## config.mk

```make
export PLATFORM = sky130hd
export DESIGN_NAME = lif_recall_engine
export DESIGN_NICKNAME = d
export VERILOG_FILES = /design/src/rtl/neuron_pkg.sv /design/src/rtl/Adder_2sComp.sv /design/src/rtl/lif_recall_engine.sv
export SDC_FILE = /design/constraint.sdc
export NUM_CORES = 1
export LEC_CHECK = 0
export BUFFER_PORTS_ARGS = -buffer_cell sky130_fd_sc_hd__buf_2
export CELL_PAD_IN_SITES_DETAIL_PLACEMENT = 0
export CELL_PAD_IN_SITES_GLOBAL_PLACEMENT = 2
export CORE_ASPECT_RATIO = 1.4
export CORE_UTILIZATION = 27
export CTS_CLUSTER_SIZE = 30
export DETAILED_ROUTE_END_ITERATION = 8
export MAX_ROUTING_LAYER = met4
export PLACE_DENSITY_LB_ADDON = 0.15
export SYNTH_ARGS = -nofsm -noshare
export SYNTH_HDL_FRONTEND = slang
export SYNTH_HIERARCHICAL = 1
export SYNTH_SLANG_ARGS = --single-unit
```

## constraint.sdc

```tcl
create_clock -name clk_i -period 8.87 [get_ports clk_i]
set_clock_uncertainty 0.1 [all_clocks]
set_input_delay 1.3305 -clock clk_i [delete_from_list [all_inputs] [get_ports clk_i]]
set_output_delay 1.3305 -clock clk_i [all_outputs]
set_load 0.02 [all_outputs]
```

## src/rtl/neuron_pkg.sv

```systemverilog
// Shared neuron definitions: recall FSM states, neuron type codes and
// width-generic saturation limits for signed fixed-point data.
package neuron_pkg;

    typedef enum logic [2:0] {
        ST_IDLE,
        ST_LOAD,
        ST_ACC,
        ST_BIAS,
        ST_CMP,
        ST_WB
    } state_t;

    localparam logic [1:0] NURN_IF   = 2'b00;
    localparam logic [1:0] NURN_RELU = 2'b01;
    localparam logic [1:0] NURN_LIF  = 2'b10;

    // Limits are returned wide; callers cast down to their own data width.
    function automatic logic [63:0] sat_max(input int unsigned dsize);
        return (64'd1 << (dsize - 1)) - 64'd1;
    endfunction

    function automatic logic [63:0] sat_min(input int unsigned dsize);
        return 64'd1 << (dsize - 1);
    endfunction

endpackage

```

## src/rtl/Adder_2sComp.sv

```systemverilog
// Two's-complement adder that clips to the most positive / most negative
// representable value and flags which way it clipped.
module Adder_2sComp
    import neuron_pkg::*;
#(
    parameter int DSIZE = 16
) (
    input  logic [DSIZE-1:0] a_i,
    input  logic [DSIZE-1:0] b_i,
    output logic [DSIZE-1:0] clipped_sum_o,
    output logic             overflow_o,
    output logic             underflow_o
);

    localparam logic [DSIZE-1:0] SAT_MAX = DSIZE'(sat_max(DSIZE));
    localparam logic [DSIZE-1:0] SAT_MIN = DSIZE'(sat_min(DSIZE));

    logic [DSIZE-1:0] w_raw_sum;

    assign w_raw_sum = a_i + b_i;

    // Overflow is only possible when both operands share a sign the result lacks.
    assign overflow_o  = !a_i[DSIZE-1] && !b_i[DSIZE-1] &&  w_raw_sum[DSIZE-1];
    assign underflow_o =  a_i[DSIZE-1] &&  b_i[DSIZE-1] && !w_raw_sum[DSIZE-1];

    always_comb begin
        if (overflow_o) begin
            clipped_sum_o = SAT_MAX;
        end else if (underflow_o) begin
            clipped_sum_o = SAT_MIN;
        end else begin
            clipped_sum_o = w_raw_sum;
        end
    end

endmodule

```

## src/rtl/lif_recall_engine.sv

```systemverilog
// Time-multiplexed recall engine for one neuron (I&F, ReLU, LIF): leak, streamed
// saturating accumulation, bias, threshold/refractory update and status writeback.
module lif_recall_engine
    import neuron_pkg::*;
#(
    parameter int DATA_BIT_WIDTH_INT  = 8,
    parameter int DATA_BIT_WIDTH_FRAC = 8,
    parameter int NUM_AXONS           = 256,
    parameter int AXON_CNT_BIT_WIDTH  = 8,
    parameter int REFRAC_BIT_WIDTH    = 4,
    parameter int LEAK_SHIFT_WIDTH    = 3,
    localparam int DSIZE = DATA_BIT_WIDTH_INT + DATA_BIT_WIDTH_FRAC
) (
    input  logic                        clk_i,
    input  logic                        rst_n_i,
    input  logic                        start_i,
    output logic                        busy_o,
    input  logic [1:0]                  nurnType_i,
    input  logic [LEAK_SHIFT_WIDTH-1:0] leakShift_i,
    input  logic [DSIZE-1:0]            rstPot_i,
    input  logic [REFRAC_BIT_WIDTH-1:0] refracPer_i,
    input  logic [DSIZE-1:0]            membPot_i,
    input  logic [DSIZE-1:0]            th_i,
    input  logic [DSIZE-1:0]            bias_i,
    input  logic [REFRAC_BIT_WIDTH-1:0] refracCnt_i,
    input  logic                        wt_valid_i,
    output logic                        wt_ready_o,
    input  logic [DSIZE-1:0]            wt_data_i,
    input  logic                        wt_spike_i,
    input  logic                        wt_last_i,
    output logic                        wb_valid_o,
    input  logic                        wb_ready_i,
    output logic [DSIZE-1:0]            wb_membPot_o,
    output logic [REFRAC_BIT_WIDTH-1:0] wb_refracCnt_o,
    output logic                        outSpike_o,
    output logic                        sat_o
);

    localparam logic [AXON_CNT_BIT_WIDTH-1:0] LAST_BEAT_IDX = AXON_CNT_BIT_WIDTH'(NUM_AXONS - 1);

    state_t                        r_state;
    state_t                        w_next_state;

    logic [DSIZE-1:0]              r_acc;
    logic [DSIZE-1:0]              r_memb_pot;
    logic [DSIZE-1:0]              r_th;
    logic [DSIZE-1:0]              r_bias;
    logic [REFRAC_BIT_WIDTH-1:0]   r_refr_cnt;
    logic [1:0]                    r_nurn;
    logic [LEAK_SHIFT_WIDTH-1:0]   r_leak_shift;
    logic                          r_refr;
    logic [AXON_CNT_BIT_WIDTH-1:0] r_beat_cnt;
    logic [DSIZE-1:0]              r_wb_memb;
    logic [REFRAC_BIT_WIDTH-1:0]   r_wb_refr;
    logic                          r_out_spike;
    logic                          r_sat;

    logic [DSIZE-1:0]              w_add_b;
    logic [DSIZE-1:0]              w_sum;
    logic                          w_ovf;
    logic                          w_unf;
    logic [DSIZE-1:0]              w_leak;
    logic                          w_beat_acc;
    logic                          w_final_beat;
    logic                          w_spike;
    logic [DSIZE-1:0]              w_wb_memb;
    logic [REFRAC_BIT_WIDTH-1:0]   w_wb_refr;

    // One adder serves both the weight beats (ACC) and the bias (BIAS).
    assign w_add_b = (r_state == ST_BIAS) ? r_bias : wt_data_i;

    Adder_2sComp #(
        .DSIZE (DSIZE)
    ) u_adder (
        .a_i           (r_acc),
        .b_i           (w_add_b),
        .clipped_sum_o (w_sum),
        .overflow_o    (w_ovf),
        .underflow_o   (w_unf)
    );

    assign w_leak       = $signed(r_memb_pot) >>> r_leak_shift;
    assign w_beat_acc   = wt_valid_i && wt_ready_o;
    assign w_final_beat = w_beat_acc && (wt_last_i || (r_beat_cnt == LAST_BEAT_IDX));
    assign w_spike      = !r_refr && (r_nurn != NURN_RELU) && ($signed(r_acc) >= $signed(r_th));

    // --- FSM: state register ---
    // NOTE: sequential state uses non-blocking (<=) so every flop samples pre-edge values.
    always_ff @(posedge clk_i or negedge rst_n_i) begin
        if (!rst_n_i) begin
            r_state <= ST_IDLE;
        end else begin
            r_state <= w_next_state;
        end
    end

    // --- FSM: next-state logic ---
    // NOTE: assigning a default before the case keeps combinational blocks latch-free.
    always_comb begin
        w_next_state = r_state;
        unique case (r_state)
            ST_IDLE: if (start_i)      w_next_state = ST_LOAD;
            ST_LOAD:                   w_next_state = ST_ACC;
            ST_ACC:  if (w_final_beat) w_next_state = ST_BIAS;
            ST_BIAS:                   w_next_state = ST_CMP;
            ST_CMP:                    w_next_state = ST_WB;
            ST_WB:   if (wb_ready_i)   w_next_state = ST_IDLE;
            default:                   w_next_state = ST_IDLE;
        endcase
    end

    // --- FSM: outputs ---
    always_comb begin
        busy_o     = (r_state != ST_IDLE);
        wt_ready_o = (r_state == ST_ACC);
        wb_valid_o = (r_state == ST_WB);
    end

    // A refractory neuron keeps its stored potential untouched (no leak either).
    always_comb begin
        w_wb_memb = r_acc;
        w_wb_refr = '0;
        if (r_nurn == NURN_RELU) begin
            w_wb_memb = r_acc[DSIZE-1] ? '0 : r_acc;
        end else if (r_refr) begin
            w_wb_memb = r_memb_pot;
            w_wb_refr = r_refr_cnt - REFRAC_BIT_WIDTH'(1);
        end else if (w_spike) begin
            w_wb_memb = rstPot_i;
            w_wb_refr = refracPer_i;
        end
    end

    always_ff @(posedge clk_i or negedge rst_n_i) begin
        if (!rst_n_i) begin
            r_acc        <= '0;
            r_memb_pot   <= '0;
            r_th         <= '0;
            r_bias       <= '0;
            r_refr_cnt   <= '0;
            r_nurn       <= NURN_IF;
            r_leak_shift <= '0;
            r_refr       <= 1'b0;
            r_beat_cnt   <= '0;
            r_wb_memb    <= '0;
            r_wb_refr    <= '0;
            r_out_spike  <= 1'b0;
            r_sat        <= 1'b0;
        end else begin
            r_out_spike <= 1'b0;
            r_sat       <= 1'b0;
            unique case (r_state)
                ST_IDLE: begin
                    if (start_i) begin
                        r_memb_pot   <= membPot_i;
                        r_th         <= th_i;
                        r_bias       <= bias_i;
                        r_refr_cnt   <= refracCnt_i;
                        r_nurn       <= nurnType_i;
                        r_leak_shift <= leakShift_i;
                        r_beat_cnt   <= '0;
                    end
                end
                ST_LOAD: begin
                    // p - (p >>> s) lies between 0 and p, so the leak can never clip.
                    r_acc  <= (r_nurn == NURN_LIF) ? (r_memb_pot - w_leak) : r_memb_pot;
                    r_refr <= (r_refr_cnt != '0);
                end
                ST_ACC: begin
                    if (w_beat_acc) begin
                        r_beat_cnt <= r_beat_cnt + AXON_CNT_BIT_WIDTH'(1);
                        if (wt_spike_i && !r_refr) begin
                            r_acc <= w_sum;
                            r_sat <= w_ovf || w_unf;
                        end
                    end
                end
                ST_BIAS: begin
                    if (!r_refr) begin
                        r_acc <= w_sum;
                        r_sat <= w_ovf || w_unf;
                    end
                end
                ST_CMP: begin
                    r_out_spike <= w_spike;
                    r_wb_memb   <= w_wb_memb;
                    r_wb_refr   <= w_wb_refr;
                end
                default: ;
            endcase
        end
    end

    assign wb_membPot_o   = r_wb_memb;
    assign wb_refracCnt_o = r_wb_refr;
    assign outSpike_o     = r_out_spike;
    assign sat_o          = r_sat;

endmodule
```

==> results.yml <==
worst_setup_path:
  crit_type: "reg -> reg"
  crit_fanout: 17
  arrival_ns: 5.78
  critPathMaxStageDelay_ns: 0.52
  reg2reg_slack_ns: 3.27
  crit_slowest_cell: "dfrtp_1"
  r2r_cells: 19
  required_ns: 9.05
  critPathCaptureType: "flip-flop"
  r2r_end: "r_acc[11]"
  reg2reg_from: "r_state[1]"
  cp-start-kind: "flip-flop"
  crit_chain: "nor2b_1 -> buf_4 -> nand2_1 -> mux2_2 -> ha_1 -> and4_1 -> a21oi_1 -> a21boi_2 -> a311oi_1 -> o21ai_0 -> a21oi_1 -> fa_1 -> nand2_1 -> inv_1 -> or4b_1 -> nand3_1 -> or3_1 -> o21ai_0 -> a211oi_1"
job:
  drv_cap: 0
clock_network:
  holdBufCountCts: 0
  cts.clk_slew.worst_paths_ns: 0.08
  cts_made_buffers: 9
  cts_max_level: 3
  cts_tree: "built"
  post_cts_buffers: 0
  cts_sinks: 107
  root_buffer: "clkbuf_16"
  post_cts_resized: 0
  clock_path_buffers: 2
  clk_latency_ns: 0.37
timing:
  final.period_utilization_pct: 63.2
  fin_hold_ws_ns: 0.389
  setup_violations: 0
  fmaxAchievable_mhz: 178
  slew_viol_final: 0
  final_hold_viol_count: 0
  fin_tns_setup_ns: 0
  min_period_ns: 5.60
  worst_slew_pin_slew_ns: 1.12
  relSlewSlack_pct: 25.1
  setup_slack_ns: 3.27
  rsz0062_at_grt: "no"
yosys:
  synthCells: 820
  syn_area_per_cell_um2: 9.16
  async_flop_share_pct: 100
  ys_ff_latch: 107
  netlist_area_um2: 7510
  yosysWarnings: 6
  yosysTopAreaCell: "dfrtp_1"
  synth_edf_count: 0
  synthTopCellsByArea: "dfrtp_1 (36%), mux2_2 (8.5%), ha_1 (8.3%)"
  netlist.area_leader.share_pct: 35.6
  ys_types: 68
  synthesis.nets: 973
  yosys_most_used_dff: "dfrtp_1"
  seq_area_frac_synth_pct: 35.6
routing:
  ant_nets: 0
  dr.first_iter.drc_count: 356
  dr.pass1.iters: 7
  drc: 0
  wirelength_um: 24600
  wl_per_cell_um: 19.1
  drt-vias-per-instance: 4.96
  num_vias: 6396
finish:
  regArea_um2: 2680
  syn2layout_area_growth_pct: 17.2
  multi_input_area_um2: 4530
  antenna_cells: 0
  utilization_pct: 32.5
  drive_above_1_share_pct: 23.7
  fin_nets: 1073
  nFillCells: 2906
placed_design:
  port_buffers: 124
  gp_congestion: 0.814
  place_ws_ns: 3.27
  dp_hpwl_um: 18600
global_route:
  grt_pass1_vias: 6438
  grt_max_degree: 64
  grt_usage_pct: 18.3
  globalRoute.totalOverflow: 0
  antenna_found_initial: 0
  grt_pass1_wl_um: 37400
floorplan:
  start_util_pct: 27.7
  dieArea_um2: 28500
  die_y_um: 199
  row_count: 71
  io_pins: 125
  core-area_um2: 27100
  die_w_um: 143
worst_hold_path:
  hold_end: "wb_membPot_o[15]"
  hold_path_depth: 2
  hold_path.class: "reg -> reg"
  min_from: "wb_membPot_o[15]"
pwr:
  peakVddDrop_mv: 0.158
  p_per_area_nw_per_um2: 476
  p_leak_nw: 3.99
  finalPower_mw: 4.20
outcome:
  outcome: "completed"
## metrics by stage
step	cell area, um2	std cells
after floorplan	7510	820
after global placement	8470	1274
after detailed placement	8470	1274
after CTS	8810	1290
after global routing	8810	1290
final	8810	1290
## synthesized netlist by cell type, drive strengths merged (5+ instances only)
master and number:
nor2b 6, a211oi 11, clkbuf 27, o21a 7, nor3 12, a21boi 11, or3 5, xnor2 11
ha 50, o21ai 72, nor2 75, a21oi 59, a222oi 6, inv 39, buf 13, xor2 14
mux2 57, nand2b 11, a221oi 12, and3 9, nand4 9, a21o 5, o211ai 5, dfrtp 107
nand3 17, nand2 75, mux2i 36, a31oi 12
## worst max-delay path: cells and delay by family, from the launching register on
kind            cells  cell delay [ns]
compound gates      7             1.37
fa+ha+maj           2             0.80
buf+inv             2             0.49
flops               1             0.52
mux                 1             0.46
simple gates        7             1.78
## cells in the final DEF (no fill, tap or decap), types with 6 or more instances in the layout
master	synthesis	layout
a211oi_1	10	10
a21boi_1	9	9
a21oi_1	59	59
a221oi_1	12	12
a222oi_1	6	6
a31oi_1	11	11
and3_1	9	9
buf_2	10	123
buf_4	0	6
clkbuf_16	0	9
dfrtp_1	107	107
ha_1	50	50
inv_1	37	37
mux2_2	57	57
mux2i_1	36	36
nand2_1	75	75
nand2b_1	11	11
nand3_1	17	17
nand4_1	7	7
nor2_1	74	73
nor2b_1	6	6
nor3_1	11	11
o21a_1	7	7
o21ai_0	67	67
xnor2_1	11	11
xor2_1	14	14
## area by class of cell
class                   count  share of cell area, %
multi-input cells         634                   51.4
well taps                 365                   5.18
inverters                  39                   1.66
repair buffers            129                   7.50
flip-flops and latches    107                   30.4
clock inverters             5                   1.01
clock buffers              11                   2.87
## flip-flops by register name, summed over array words and instances (netlist names)
register / cells
wb_membPot_o: 16
wb_refracCnt_o: 4
outSpike_o: 1
r_nurn: 2
r_th: 16
r_leak_shift: 3
r_memb_pot: 16
r_state: 3
r_beat_cnt: 8
r_refr: 1
r_refr_cnt: 4
sat_o: 1
r_bias: 16
r_acc: 16
## report_power, final
group / switching, mW / leakage (nW) / total (mW) / internal, mW
Combinational: 1.52 / 2.53 / 2.67 / 1.15
Sequential: 0.348 / 1.29 / 1.06 / 0.710
Clock: 0.204 / 0.169 / 0.472 / 0.267
Total: 2.07 / 3.99 / 4.20 / 2.12
## worst max path at each step
stage | start | to | cells after the start
2_1_floorplan | r_state[2] | r_acc[11] | 21
3_3_place_gp | r_state[1] | r_acc[11] | 19
3_5_place_dp | r_state[1] | r_acc[11] | 19
4_1_cts | r_state[1] | r_acc[11] | 19
5_1_grt | r_state[1] | r_acc[11] | 19
6_report | r_state[1] | r_acc[11] | 19
## routing by layer
layer / track usage, % / vias to the layer above / routed length [um]
li1: - / 3180 / -
met1: 22.0 / 3060 / 10800
met2: 31.0 / 123 / 12300
met3: 2.28 / 33 / 704
met4: 7.33 / 0 / 792
met5: - / - / 0
## kinds of logic after synthesis
kind of cell               count (synthesis)  share of synthesized area, %
buffers and inverters                     79                          4.21
AOI/OAI and AO/OA                        227                          19.4
DFF                                      107                          35.6
adders and majority gates                 53                          9.12
xor gates and xnor gates                  25                          2.91
muxes                                     93                          13.3
and+or+nand+nor                          236                          15.4
Note: power is estimated with default switching activity, not from simulation.
